File: src/rtl/alu_writeback_regfile.sv
// ---------------------------------------------------------------------------
// alu_writeback_regfile
//
// Integer register file that feeds the ALU operands and absorbs its result.
// An ALU result is first captured into a one-entry writeback register and is
// committed to the register array on the following edge. Until it commits,
// the read ports see it through a bypass, so dependent back-to-back ALU ops
// read fresh data.
//
// Ports:
//   clk                in   system clock, rising edge
//   reset              in   synchronous, active-high reset
//   Reg_Write_i        in   current ALU result is to be written back
//   Write_Register_i   in   destination index for the current ALU result
//   ALU_Result_i       in   ALU result data
//   Zero_i             in   ALU zero flag
//   Stall_i            in   freeze the writeback stage (capture and commit)
//   Flush_i            in   capture the current ALU result as invalid
//   Read_Register_1_i  in   read index, port 1 (ALU A operand)
//   Read_Register_2_i  in   read index, port 2 (ALU B operand)
//   Read_Data_1_o      out  port 1 data, combinational
//   Read_Data_2_o      out  port 2 data, combinational
//   Wb_Valid_o         out  writeback register holds a pending write
//   Wb_Register_o      out  pending destination index
//   Zero_q_o           out  registered zero flag of the last captured result
// ---------------------------------------------------------------------------
module alu_writeback_regfile #(
  parameter int                DATA_WIDTH = 32,
  parameter int                ADDR_WIDTH = 5,
  parameter logic [DATA_WIDTH-1:0] SP_INIT = 32'h7FFF_EFFC,
  parameter logic [DATA_WIDTH-1:0] GP_INIT = 32'h1000_8000
) (
  input  logic                  clk,
  input  logic                  reset,
  input  logic                  Reg_Write_i,
  input  logic [ADDR_WIDTH-1:0] Write_Register_i,
  input  logic [DATA_WIDTH-1:0] ALU_Result_i,
  input  logic                  Zero_i,
  input  logic                  Stall_i,
  input  logic                  Flush_i,
  input  logic [ADDR_WIDTH-1:0] Read_Register_1_i,
  input  logic [ADDR_WIDTH-1:0] Read_Register_2_i,
  output logic [DATA_WIDTH-1:0] Read_Data_1_o,
  output logic [DATA_WIDTH-1:0] Read_Data_2_o,
  output logic                  Wb_Valid_o,
  output logic [ADDR_WIDTH-1:0] Wb_Register_o,
  output logic                  Zero_q_o
);

  localparam int NUM_REGS = 2 ** ADDR_WIDTH;

  logic [DATA_WIDTH-1:0] regs [NUM_REGS];
  logic [DATA_WIDTH-1:0] wb_data;
  logic                  commit_en;

  // x0 is never written, so a pending write to it is simply dropped at commit.
  assign commit_en = Wb_Valid_o && !Stall_i && (Wb_Register_o != '0);

  // Register array: reset loads the ABI stack/global pointers into x2/x3.
  always_ff @(posedge clk) begin
    if (reset) begin
      for (int i = 0; i < NUM_REGS; i++) begin
        regs[i] <= '0;
      end
      regs[2] <= SP_INIT;
      regs[3] <= GP_INIT;
    end else if (commit_en) begin
      regs[Wb_Register_o] <= wb_data;
    end
  end

  // Writeback register: holds completely while stalled, so a flush seen
  // during a stall has no effect until the first unstalled edge.
  always_ff @(posedge clk) begin
    if (reset) begin
      Wb_Valid_o    <= 1'b0;
      Wb_Register_o <= '0;
      wb_data       <= '0;
      Zero_q_o      <= 1'b0;
    end else if (!Stall_i) begin
      Wb_Valid_o    <= Reg_Write_i & ~Flush_i;
      Wb_Register_o <= Write_Register_i;
      wb_data       <= ALU_Result_i;
      Zero_q_o      <= Zero_i;
    end
  end

  // Read ports: x0 reads zero; a pending write to the same index wins over
  // the array contents because it is the newer value.
  always_comb begin
    Read_Data_1_o = regs[Read_Register_1_i];
    if (Read_Register_1_i == '0) begin
      Read_Data_1_o = '0;
    end else if (Wb_Valid_o && (Wb_Register_o == Read_Register_1_i)) begin
      Read_Data_1_o = wb_data;
    end
  end

  always_comb begin
    Read_Data_2_o = regs[Read_Register_2_i];
    if (Read_Register_2_i == '0) begin
      Read_Data_2_o = '0;
    end else if (Wb_Valid_o && (Wb_Register_o == Read_Register_2_i)) begin
      Read_Data_2_o = wb_data;
    end
  end

endmodule

File: config.mk
export PLATFORM = sky130hd
export DESIGN_NAME = alu_writeback_regfile
export DESIGN_NICKNAME = d
export VERILOG_FILES = /design/src/rtl/alu_writeback_regfile.sv
export SDC_FILE = /design/constraint.sdc
export NUM_CORES = 2
export LEC_CHECK = 0
export BUFFER_PORTS_ARGS = -buffer_cell sky130_fd_sc_hd__clkbuf_2
export CAP_MARGIN = 25
export CORE_MARGIN = 3
export CORE_UTILIZATION = 45
export CTS_CLUSTER_SIZE = 25
export DETAILED_ROUTE_END_ITERATION = 10
export SYNTH_ARGS = -nofsm -noshare
export SYNTH_HDL_FRONTEND = slang
export SYNTH_SLANG_ARGS = --single-unit
File: constraint.sdc
create_clock -name clk -period 3.6 [get_ports clk]
set_clock_uncertainty 0.05 [all_clocks]
set_input_delay 0.72 -clock clk [delete_from_list [all_inputs] [get_ports clk]]
set_output_delay 0.72 -clock clk [all_outputs]
set_load 0.01 [all_outputs]
# == After elaboration in Yosys (flattened, before gate mapping) ==
# Memories as Yosys holds them, arrays and structs flattened.
# Index checks and enable logic that the tools add are counted.
# totals
ff_bits,39
wordCells,34
out_inout_bits,71
n_memories,1
in_bits,53
ramBits,1024
# op_classes
mux,14
n_bitwise,4
n_eq_ne,2
n_reduce_logical,9
# mem_list
memory,words,width,read_ports,rd_clocked_by_memory_dff,wr,line_no,text
regs,32,32,2,0,32,52,logic [DATA_WIDTH-1:0] regs [NUM_REGS];
# op_table
cell,n
32-bit two-way mux,7
32-bit OR reduction,1
5-bit == test,2
5-bit zero test,2
1-bit two-way mux,6
5-bit two-way mux,1
5-bit nonzero test,1
1-bit logical AND,4
1-bit bitwise OR,2
1-bit AND,1
1-bit zero test,1
1-bit NOT,1

# == Longest topological paths before layout ==
# logic_depth
ltp_word,8
mapped_depth,9
mapped_depth_nobuf,5

# == Least setup slack after synthesis ==
# OpenSTA, ideal clock, no wires.
# synth_path
kind,input to register
startpoint,input Stall_i
endpoint,memory regs[2][0] (enable)
stages,7
arrival_time_ns,2.745
path_slack_ns,0.411
setup_ns,0.394
path_cell_list,clkbuf_1 -> or3b_1 -> nor2_1 -> nand2_2 -> buf_2 -> or2_2 -> nand2b_1
# synth_rtl
element,line_no,text
"start, declared",39,"input logic Stall_i,"
"end, declared",52,

# == Worst setup path after layout ==
# layout_path
startpoint,input Read_Register_2_i[2]
endpoint,output Read_Data_2_o[4]
# layout_between
elab_chain_cells,4
elab_cells_between_ends,6
# layout_lines
element,line_no,text
"start, declared",42,"input logic [ADDR_WIDTH-1:0] Read_Register_2_i,"
branches (longest 3 deep; another with memory 32 x 32 bit),n/a,
32-bit two-way mux (*),101,if (Read_Register_2_i == '0) begin
"end, declared",44,"output logic [DATA_WIDTH-1:0] Read_Data_2_o,"
# Every way passes the cells marked *.

==> flow_summary.ini <==
[status]
status = finished, final reports clean

[setup_path]
crit_type = input pin to output pin
crit_arrival_ps = 2830
crit_path_max_fanout = 12
worst_setup_path_start_kind = input pin
critPathRequiredTime_ps = 2830
end_kind = output pin

[placement]
port_buffers = 123
place.gp.congestion = 0.886
hpwl_mm = 137

[yosys]
synth_fa_ha_area_frac = 0
synth_xor_area_frac = 0.00152
avgSynthCellArea_sq_um = 13.7
ys.warnings.count = 0
synthArstFlopShare = 0
synth_edf_count = 1024
synth-simple-area-share = 0.135
synthFlopType = edfxtp_1
syn_inst = 4200
synth_mux_area_frac = 0.225
syn-cell-area_sq_mm = 0.0574
ys_seq_elements = 1063
ys_types = 62
yosys.area.top_type = edfxtp_1
synthTopCellsByArea = edfxtp_1, mux4_2, mux2i_1
synth_top_family_by_area = multiplexers
synth-compound-area-share = 0.0505
netlist.area_leader.share = 0.535
yosysSeqAreaShare = 0.549
yosysMostFrequentCell = edfxtp_1
synth_common_cells = edfxtp_1, and2_1, mux2i_1

[clocking]
clkSlewWorstSetupHoldPaths_ps = 60
cts_root_buffer = clkbuf_16
cts_inserted_buffers = 117
cts_tree = done
clk_latency_ps = 750
cts_sinks = 1063
htree_levels = 3
hold_buffers = 0
ctsLongestPathBuffers = 3

[grt]
grt_pass1_vias = 39600
grt_usage = 0.324
grt_max_degree = 51
grt_pass1_wl_mm = 301
antenna_found_initial = 10
overflow = 0

[cells_and_area]
register_area_sq_mm = 0.0315
fin_nets = 4558
fillers = 10400
multi_input_area_sq_mm = 0.0243
drive_gt1_frac = 0.276
syn2layout_area_growth_pct = 18.0

[timing]
rsz0062_at_grt = yes
max_slew_margin = 0.309
min_period_ps = 3600
finalCritPeriodShare = 0.999
max_freq_mhz = 278
setup_viol = 0
holdWs_ps = 141
worst_pin_slew_ps = 1040
hold_viol_final = 0
slew_violations = 0
setup_tns_ps = 0

[floorplan]
start_util = 0.455
io_pins = 124
coreArea_sq_mm = 0.126
die-width_um = 363
rows = 130
dieHeight_um = 363
die_area_sq_mm = 0.132

[power_and_ir_drop]
peakVddDrop_uv = 427
power_density_mw_per_mm2 = 452
leakage_nw = 25.6
total_power_mw = 30.6

[drt]
drcViolationCount = 0
wl_per_cell_um = 34.5
vias_per_cell = 6.44
drt_iter0_drc = 5827
route.vias.total = 40300
first_pass_iters = 6
antenna_left = 0
routed_wl_mm = 216

[job]
drv_cap = 0

[hold_path]
hold_class = input pin to flop
logic make-up after synthesis:
kind of cell | Yosys count
AOI/OAI and AO/OA | 433
other | 1
and+or+nand+nor | 1344
buffers and inverters | 467
DFF | 1063
muxes | 882
xor gates and xnor gates | 10
cells in the final DEF, fill, tap and decap left out, types with 63 or more instances in the layout:
master and instances:
clkbuf_2 107, clkbuf_16 124, mux2i_1 531, buf_4 372, nor3_1 172, mux4_2 325
edfxtp_1 1024, a21oi_1 93, and2_1 838, buf_12 97, nor2_1 107, o22ai_1 99
nand2_1 63
path summary, 6_finish.rpt:
path,start,endpoint,slack [ps],cells past startpoint
hold reg to reg,Zero_q_o$_SDFFE_PP0N_,Zero_q_o$_SDFFE_PP0N_,450,2
setup reg to reg,Wb_Valid_o$_SDFFE_PP0N_,regs[14][4]$_SDFFCE_PN0P_,540,6
setup / recovery,Read_Register_2_i[2],Read_Data_2_o[4],3,12
hold / removal,ALU_Result_i[15],wb_data[15]$_SDFFE_PP0N_,140,3
critical path, stage by stage:
cell	delay [ps]
buf_6	190
buf_12	200
or2_2	160
buf_12	190
nor2_2	70
buf_12	160
buf_12	140
a21oi_1	310
a32oi_1	190
buf_4	160
a21oi_1	150
clkbuf_2	160
where the power goes:
part / leakage (nW) / switching (mW) / internal, mW
combinational: 13.0 / 2.27 / 1.65
clock: 1.91 / 5.16 / 7.28
sequential: 10.7 / 0.302 / 14.0
total: 25.6 / 7.73 / 22.9
metrics by stage:
stage	util	instances	setup slack [ps]	area, sq um
after global placement	0.499	6005	-884	63000
after CTS	0.533	6234	1.48	67200
after floorplan	-	4231	411	57600
after global routing	0.537	6254	-46.4	67800
final	0.537	6260	2.82	67800
after detailed placement	0.500	6008	-407	63100
sequential cells by signal, indices dropped and copies added (netlist names):
signal         cells
Wb_Register_o      5
Wb_Valid_o         1
Zero_q_o           1
regs            1024
wb_data           32
final cells by class:
class,instances,share of cell area
tap,1650,0.0305
antenna,6,0.000222
clock inverter,68,0.0107
clock buffer,150,0.0470
inverter,7,0.000388
timing repair buffer,615,0.0875
multi-input combinational,2701,0.358
sequential,1063,0.465
layer usage:
layer  GRT usage  vias to the layer above  routed length, um
met5           0                        -                  0
met4       0.138                        0              10400
met3      0.0797                      522              24900
met2       0.495                     2674              96600
met1       0.442                    20600              84200
li1            -                    16500                  -
timing repair:
action / 4_1_cts / 5_1_grt
buffers inserted: 8 / 14
setup endpoints to repair: 56 / 45
resized for setup: 42 / 57
pin swaps: 5 / 13
cloned: 0 / 4
Power figures use the tool's default switching activity.
